**src/rtl/bit_stuffer_param.sv**
```systemverilog
// rtl/bit_stuffer_param.sv - queued bit stuffer inserting a 0 after RUN_LEN consecutive 1s
// Build option: define BITSTUFF_EOP_STUFF_EN to follow a run-completing last bit with a stuffed 0 carrying out_last.
module bit_stuffer_param #(
    parameter int RUN_LEN    = 6,
    parameter int FIFO_DEPTH = 16,
    parameter int PT_W       = 2
) (
    input  logic            clk,
    input  logic            rst,
    input  logic            in_valid,
    output logic            in_ready,
    input  logic            in_bit,
    input  logic            in_last,
    input  logic [PT_W-1:0] in_ptype,
    output logic            out_valid,
    input  logic            out_ready,
    output logic            out_bit,
    output logic            out_last,
    output logic [PT_W-1:0] out_ptype,
    output logic            out_stuffed,
    output logic [7:0]      stuff_cnt
);

    localparam int            AW       = $clog2(FIFO_DEPTH);
    localparam int            EW       = PT_W + 2;
    localparam logic [AW:0]   FULL     = (AW+1)'(FIFO_DEPTH);
    localparam logic [3:0]    RUN_LAST = 4'(RUN_LEN - 1);

    typedef enum logic {DATA, STUFF} state_t;

    state_t            state;
    logic [EW-1:0]     mem [FIFO_DEPTH];
    logic [AW-1:0]     wr_ptr;
    logic [AW-1:0]     rd_ptr;
    logic [AW:0]       count;
    logic [3:0]        run;
    logic [PT_W-1:0]   prev_ptype;
    logic              stuff_last;
    logic              pkt_start;

    logic              empty;
    logic              push;
    logic              pop;
    logic              out_fire;
    logic              head_bit;
    logic              head_last;
    logic [PT_W-1:0]   head_ptype;
    logic              completes_run;
    logic              needs_stuff;
    logic              data_last;

    assign {head_bit, head_last, head_ptype} = mem[rd_ptr];

    assign empty    = (count == '0);
    assign in_ready = (count != FULL);
    assign push     = in_valid && in_ready;
    assign out_fire = out_valid && out_ready;
    assign pop      = out_fire && (state == DATA);

    assign completes_run = head_bit && (run == RUN_LAST);

`ifdef BITSTUFF_EOP_STUFF_EN
    // The end-of-packet marker migrates onto the trailing stuffed 0.
    assign needs_stuff = completes_run;
    assign data_last   = head_last && !completes_run;
`else
    assign needs_stuff = completes_run && !head_last;
    assign data_last   = head_last;
`endif

    always_ff @(posedge clk) begin
        if (push) begin
            mem[wr_ptr] <= {in_bit, in_last, in_ptype};
        end
    end

    always_ff @(posedge clk) begin
        if (rst) begin
            wr_ptr <= '0;
            rd_ptr <= '0;
            count  <= '0;
        end else begin
            if (push) begin
                wr_ptr <= wr_ptr + AW'(1);
            end
            if (pop) begin
                rd_ptr <= rd_ptr + AW'(1);
            end
            case ({push, pop})
                2'b10:   count <= count + (AW+1)'(1);
                2'b01:   count <= count - (AW+1)'(1);
                default: count <= count;
            endcase
        end
    end

    // pkt_start marks that the next data beat opens a new packet and resets stuff_cnt.
    always_ff @(posedge clk) begin
        if (rst) begin
            state      <= DATA;
            run        <= '0;
            prev_ptype <= '0;
            stuff_last <= 1'b0;
            pkt_start  <= 1'b1;
            stuff_cnt  <= '0;
        end else if (out_fire) begin
            case (state)
                DATA: begin
                    prev_ptype <= head_ptype;
                    if (pkt_start) begin
                        stuff_cnt <= '0;
                    end
                    if (needs_stuff) begin
                        state      <= STUFF;
                        run        <= '0;
                        stuff_last <= head_last;
                        pkt_start  <= 1'b0;
                    end else if (head_last || !head_bit) begin
                        run       <= '0;
                        pkt_start <= head_last;
                    end else begin
                        run       <= run + 4'd1;
                        pkt_start <= 1'b0;
                    end
                end
                STUFF: begin
                    state     <= DATA;
                    run       <= '0;
                    pkt_start <= stuff_last;
                    if (stuff_cnt != 8'hFF) begin
                        stuff_cnt <= stuff_cnt + 8'd1;
                    end
                end
                default: state <= DATA;
            endcase
        end
    end

    always_comb begin
        out_valid   = 1'b0;
        out_bit     = 1'b0;
        out_last    = 1'b0;
        out_ptype   = '0;
        out_stuffed = 1'b0;
        if (state == STUFF) begin
            out_valid   = 1'b1;
            out_last    = stuff_last;
            out_ptype   = prev_ptype;
            out_stuffed = 1'b1;
        end else if (!empty) begin
            out_valid = 1'b1;
            out_bit   = head_bit;
            out_last  = data_last;
            out_ptype = head_ptype;
        end
    end

endmodule

```
**config.mk**
```make
export PLATFORM = sky130hd
export DESIGN_NAME = bit_stuffer_param
export DESIGN_NICKNAME = d
export VERILOG_FILES = /design/src/rtl/bit_stuffer_param.sv
export SDC_FILE = /design/constraint.sdc
export NUM_CORES = 1
export LEC_CHECK = 0
export ABC_CLOCK_PERIOD_IN_PS = 3450
export BUFFER_PORTS_ARGS = -buffer_cell sky130_fd_sc_hd__buf_2
export CAP_MARGIN = 0
export CORE_ASPECT_RATIO = 0.5
export CORE_MARGIN = 2
export CORE_UTILIZATION = 40
export DETAILED_ROUTE_END_ITERATION = 6
export MAX_ROUTING_LAYER = met4
export SLEW_MARGIN = 10
export SYNTH_ARGS = -nofsm -noshare
export SYNTH_HDL_FRONTEND = slang
export SYNTH_SLANG_ARGS = --single-unit
```
**constraint.sdc**
```tcl
create_clock -name clk -period 3.45 [get_ports clk]
set_input_delay 0.69 -clock clk [delete_from_list [all_inputs] [get_ports clk]]
set_output_delay 0.69 -clock clk [all_outputs]
set_load 0.01 [all_outputs]
```
==> results of run 1 <==
==> final timing paths <==
check	from	to	slack, ns	depth (start not counted)
worst max-delay path	flop	out_last	0.28	5
worst min-delay path	stuff_last	stuff_last	0.50	1
worst max register to register	count[1]	count[4]	0.29	10
worst min register to register	stuff_last	stuff_last	0.50	1
==> power groups by stage <==
| stage | Sequential [mW] | Clock (mW) | Combinational (mW) |
|---|---|---|---|
| CTS | 1.41 | 1.03 | 0.926 |
| global route | 1.42 | 1.08 | 1.02 |
| detailed placement | 1.44 | 0 | 0.921 |
| global placement | 1.43 | 0 | 0.894 |
| finish | 1.41 | 1.01 | 0.918 |
| floorplan | 1.39 | 0 | 0.725 |
==> per-stage QoR <==
step | total power, mW | instances | hold slack (ns) | utilization (%)
global route | 3.52 | 493 | 0.511 | 47.0
finish | 3.34 | 493 | 0.495 | 47.0
CTS | 3.37 | 493 | 0.497 | 47.0
floorplan | 2.11 | 327 | 0.461 | -
detailed placement | 2.36 | 477 | 0.478 | 44.0
global placement | 2.33 | 477 | 0.473 | 44.0
==> cell families (layout without fill, tap and decap cells) <==
| group | Yosys count | in the layout |
|---|---|---|
| simple gates | 99 | 99 |
| flops | 98 | 98 |
| compound gates | 47 | 47 |
| mux | 30 | 30 |
| buf+inv | 26 | 52 |
| xor+xnor | 15 | 15 |
| fa+ha+maj | 12 | 12 |
==> cell type report <==
class / instances / area, µm²
clock inverters: 5 / 61.3
well taps: 140 / 175
flip-flops and latches: 98 / 2600
multi-input cells: 203 / 1600
repair buffers: 27 / 148
fillers: 887 / 5480
clock buffers: 11 / 243
inverters: 9 / 33.8
==> sequential cells by signal (all words and copies together), names as in the netlist, named ones only <==
register	count
count	5
mem	64
rd_ptr	4
state	1
pkt_start	1
stuff_cnt	8
stuff_last	1
wr_ptr	4
prev_ptype	2
run	4
==> synth_stat cells, types with 2 or more instances <==
cell | number | area, µm²
a21o_1 | 2 | 15.0
a221o_1 | 2 | 20.0
xor2_1 | 7 | 61.3
nand3_1 | 6 | 30.0
o21ai_1 | 2 | 10.0
or3_1 | 2 | 12.5
buf_2 | 3 | 15.0
mux2i_1 | 14 | 140
and3b_1 | 2 | 17.5
and4_1 | 2 | 17.5
inv_1 | 8 | 30.0
nor2b_1 | 5 | 31.3
dfxtp_1 | 34 | 681
nand2b_1 | 3 | 18.8
a21boi_1 | 2 | 15.0
ha_1 | 12 | 150
o211ai_1 | 3 | 22.5
nand2_1 | 15 | 56.3
a22o_1 | 2 | 17.5
edfxtp_1 | 64 | 1920
a21boi_0 | 3 | 22.5
buf_6 | 2 | 22.5
clkbuf_1 | 10 | 37.5
xnor2_1 | 8 | 70.1
a22oi_1 | 2 | 15.0
nor2_1 | 43 | 161
a2111oi_0 | 4 | 35.0
nor3_1 | 5 | 25.0
o21ai_0 | 3 | 15.0
nand4_1 | 6 | 37.5
a21oi_1 | 12 | 60.1
mux4_2 | 15 | 338
nor4_1 | 2 | 12.5
a211oi_1 | 4 | 30.0
buf_1 | 2 | 7.51
and2_1 | 2 | 12.5
==> layer usage <==
| layer | routed length (µm) | up-vias |
|---|---|---|
| met4 | 82 | 0 |
| li1 | - | 1265 |
| met5 | 0 | - |
| met2 | 4060 | 55 |
| met3 | 422 | 7 |
| met1 | 3910 | 1311 |
==> worst max-delay path, stage by stage, from the launching register on <==
cell	delay (ns)
dfxtp_1	0.32
buf_4	0.32
mux4_2	0.56
mux4_2	0.57
a21o_1	0.22
buf_2	0.14
==> impl_metrics.tcl, run 1 <==
set metrics [dict create \
    syn_area_per_cell_um2 13.2 \
    final_common_cell "edfxtp_1" \
    fin_area_um2 4860 \
    syn_nets 347 \
    fmax_ghz 0.315 \
    powerDensity_nw_per_um2 687 \
    start_util_pct 41.7 \
    hold_class "reg -> reg" \
    slew_viol_final 0 \
    period_share_pct 92.0 \
    rsz0062_at_grt "false" \
    synth-compound-area-share_pct 7.88 \
    ctsRootBufferMaster "clkbuf_16" \
    swShare_pct 30.6 \
    combPwrFrac_pct 27.5 \
    antenna_found_initial 0 \
    required_ns 2.76 \
    cp-end-kind "output port" \
    viasPerCell 5.35 \
    p_leak_nw 1.67 \
    cts_inserted_buffers 9 \
    clk_pin_slew_ns 0.07 \
    pre_cts_ws_ns 0.316 \
    dp.final_hpwl_um 6020 \
    cts_resized 0 \
    mostFrequentLayoutCells "edfxtp_1, nor2_1, dfxtp_1" \
    intPower_mw 2.32 \
    synth.distinct_cells 50 \
    grt_max_degree 32 \
    wl_um 8470 \
    grt_pass1_vias 2623 \
    h-tree-depth 3 \
    grt_overflow 0 \
    drt_iter0_markers 122 \
    grt_busiest_layer "met2" \
    grt_util_met2_pct 25.5 \
    criticalPathCategory "reg -> out" \
    die_y_um 77.5 \
    clkPwrFrac_pct 30.2 \
    relSlewSlack_pct 48.2 \
    cts_setup_buffers 0 \
    critPathLaunchType "flop" \
    fin_skew_ns 0.00825 \
    area_growth_pct 12.6 \
    p_sw_mw 1.02 \
    period_minus_slack_ns 3.17 \
    synth-edff-count 64 \
    drt_first_pass_iters 4 \
    synth_xor_area_share_pct 3.04 \
    nets 368 \
    portBuffers 22 \
    grt.total_usage_pct 16.0 \
    finalHoldViolations 0 \
    wl_per_cell_um 17.2 \
    gp_congestion 0.848 \
    setup_violations 0 \
    rows 26 \
    synth_cells 327 \
    tightest_slew_ns 0.771 \
    ys_async_sr_fraction_pct 0 \
    synth_top_family_by_area "multiplexers" \
    yosys_warnings 0 \
    tns_ns 0 \
    ys_seq_area_share_pct 60.3 \
    maxCapViolations 0 \
    dr_total_vias 2638 \
    seqPwrFrac_pct 42.3 \
    cts_sinks 98 \
    synthAdderAreaFrac_pct 3.48 \
    drc 0 \
    worstPathArrival_ns 2.48 \
    grtUsageMet3_pct 4.82 \
    core_area_um2 10300 \
    grt_pass1_wl_um 13600 \
    cts_hold_buf 0 \
    clock_latency_ns 0.34 \
    synthMuxAreaShare_pct 11.3 \
    met1_usage_pct 20.0 \
    antenna_left 0 \
    outcome "complete, no violations" \
    cts_tree "done" \
    fin_ws_ns 0.276 \
    synth_simple_gate_area_share_pct 11.3 \
    antenna_cells 0 \
    place_area_um2 4560 \
    io_pins 23 \
    dieWidth_um 151 \
    worstPathMaxFanout 18 \
    ys.flop_type "edfxtp_1" \
    ir_worst_vdd_mv 0.338 \
    clockBufferDepth 2 \
    die_area_um2 11700 \
    synth_area_um2 4320 \
    ys_ff_latch 98 \
    drive_gt1_share_pct 18.1 \
]
No activity file was read; power rests on OpenSTA's default activity.
==> run 2: changes to the inputs <==
REMOVE_ABC_BUFFERS = 1   (was unset)
==> run 2 against run 1 <==
Via count rose by 1.2%. Global-route usage fell by 0.30 points. Combinational power down 1%. Register-to-register slack better by 0.02 ns. Power down 2.7%. Clock skew fell by 0.0043 ns. Sequential cell count unchanged. Critical path type unchanged.
==> impl_metrics.tcl, run 2 (synthesis results as in run 1) <==
set metrics [dict create \
    mostFrequentLayoutCells "edfxtp_1, nor2_1, dfxtp_1" \
    clockBufferDepth 2 \
    drt_first_pass_iters 4 \
    period_share_pct 91.4 \
    r2r_start "count[1]" \
    cp-end-kind "output port" \
    die_area_um2 11700 \
    min_to "run[1]" \
    fin_ws_ns 0.296 \
    regToRegSetupSlack_ns 0.31 \
    ir_worst_vdd_mv 0.251 \
    cts_sinks 98 \
    drive_gt1_share_pct 18.1 \
    fmax_ghz 0.317 \
    cts_setup_buffers 0 \
    dieWidth_um 151 \
    die_y_um 77.5 \
    worstPathMaxFanout 18 \
    grt_pass1_wl_um 13300 \
    antenna_left 0 \
    largestRegisters "mem (64), stuff_cnt (8), count (5)" \
    cts_resized 0 \
    viasPerCell 5.40 \
    largest_reg_flops 64 \
    dr_total_vias 2669 \
    met2_length_um 3960 \
    tightest_slew_ns 0.759 \
    critPathLaunchType "flop" \
    worstPathArrival_ns 2.46 \
    period_minus_slack_ns 3.15 \
    powerDensity_nw_per_um2 671 \
    criticalPathCategory "reg -> out" \
    portBuffers 22 \
    required_ns 2.76 \
    nFillCells 908 \
    ctsRootBufferMaster "clkbuf_16" \
    hold_class "reg -> reg" \
    clk_pin_slew_ns 0.07 \
    min-delay-start "run[1]" \
    io_pins 23 \
    outcome "complete, no violations" \
    cts_hold_buf 0 \
    area_growth_pct 12.2 \
    grt_max_degree 31 \
    grt.total_usage_pct 15.7 \
    drt_iter0_markers 157 \
    tns_ns 0 \
    met3_length_um 364 \
    slew_viol_final 0 \
    start_util_pct 41.7 \
    multi_input_area_um2 1600 \
    wl_per_cell_um 16.9 \
    seqCellArea_um2 2600 \
    top_register "mem" \
    setup_violations 0 \
    r2r_cells 10 \
    dp.final_hpwl_um 5980 \
    reg2reg_to "count[4]" \
    h-tree-depth 3 \
    fin_skew_ns 0.00392 \
    rows 26 \
    wl_um 8350 \
    final-instance-count-excl-fill 494 \
    clock_latency_ns 0.34 \
    pre_cts_ws_ns 0.319 \
    cts_tree "done" \
    antenna_found_initial 0 \
    final_common_cell "edfxtp_1" \
    hold_path_depth 2 \
    wl_met1_um 3880 \
    nets 369 \
    maxCapViolations 0 \
    dp_cells 478 \
    gp_congestion 0.851 \
    antenna_cells 0 \
    grt_pass1_vias 2529 \
    cts_inserted_buffers 9 \
    finalHoldViolations 0 \
    p_leak_nw 1.66 \
    rsz0062_at_grt "false" \
    core_area_um2 10300 \
    top_layer "met4" \
    drc 0 \
    grt_overflow 0 \
    relSlewSlack_pct 49.0 \
]
-- run 2: cell types whose count changed in the layout (fill, tap and decap cells not counted) --
cell / change
bufinv_16: -1
clkinvlp_4: +1
clkinv_1: +1
clkbuf_8: -1
inv_8: +1
clkinv_4: -1
buf_4: +1
inv_6: +1
clkinvlp_2: -1
-- run 2: cell type report --
cell class / instances / share of cell area [%]
Sequential cell: 98 / 53.7
Multi-Input combinational cell: 203 / 33.0
Clock buffer: 10 / 4.73
Tap cell: 140 / 3.62
Timing Repair Buffer: 28 / 3.20
Clock inverter: 6 / 1.01
Inverter: 9 / 0.698
-- run 2: power breakdown --
| part | internal, mW | switching (mW) |
|---|---|---|
| Sequential | 1.33 | 0.0875 |
| Combinational | 0.404 | 0.504 |
| Clock | 0.499 | 0.428 |
-- run 2: routing by layer --
layer / global-route usage [%] / vias up
met4: 5.14 / 0
li1: - / 1267
met2: 24.4 / 62
met5: - / -
met3: 5.00 / 12
met1: 19.8 / 1328
-- run 2: critical path: stages (launching register included) --
cell	delay, ns
dfxtp_1	0.31
buf_4	0.31
mux4_2	0.55
mux4_2	0.58
a21o_1	0.22
buf_2	0.14
-- run 2: per-stage QoR --
step / cell area [µm²] / util (%) / hold slack (ns) / power [mW]
floorplan: 4230 / - / 0.456 / 2.07
global placement: 4560 / 44.1 / 0.473 / 2.33
detailed placement: 4560 / 44.1 / 0.488 / 2.35
CTS: 4840 / 46.8 / 0.501 / 3.28
global route: 4840 / 46.8 / 0.530 / 3.44
finish: 4840 / 46.8 / 0.502 / 3.25
-- run 2: worst max path at each step --
| stage | cells after the start | slack, ns | to | from |
|---|---|---|---|---|
| global placement | 10 | 0.37 | count[4] | count[1] |
| detailed placement | 10 | 0.32 | count[4] | count[1] |
| finish | 5 | 0.30 | out_last | flop |
| global route | 10 | 0.17 | count[4] | count[1] |
| floorplan | 10 | 0.19 | count[4] | count[1] |
| CTS | 5 | 0.27 | out_last | flop |
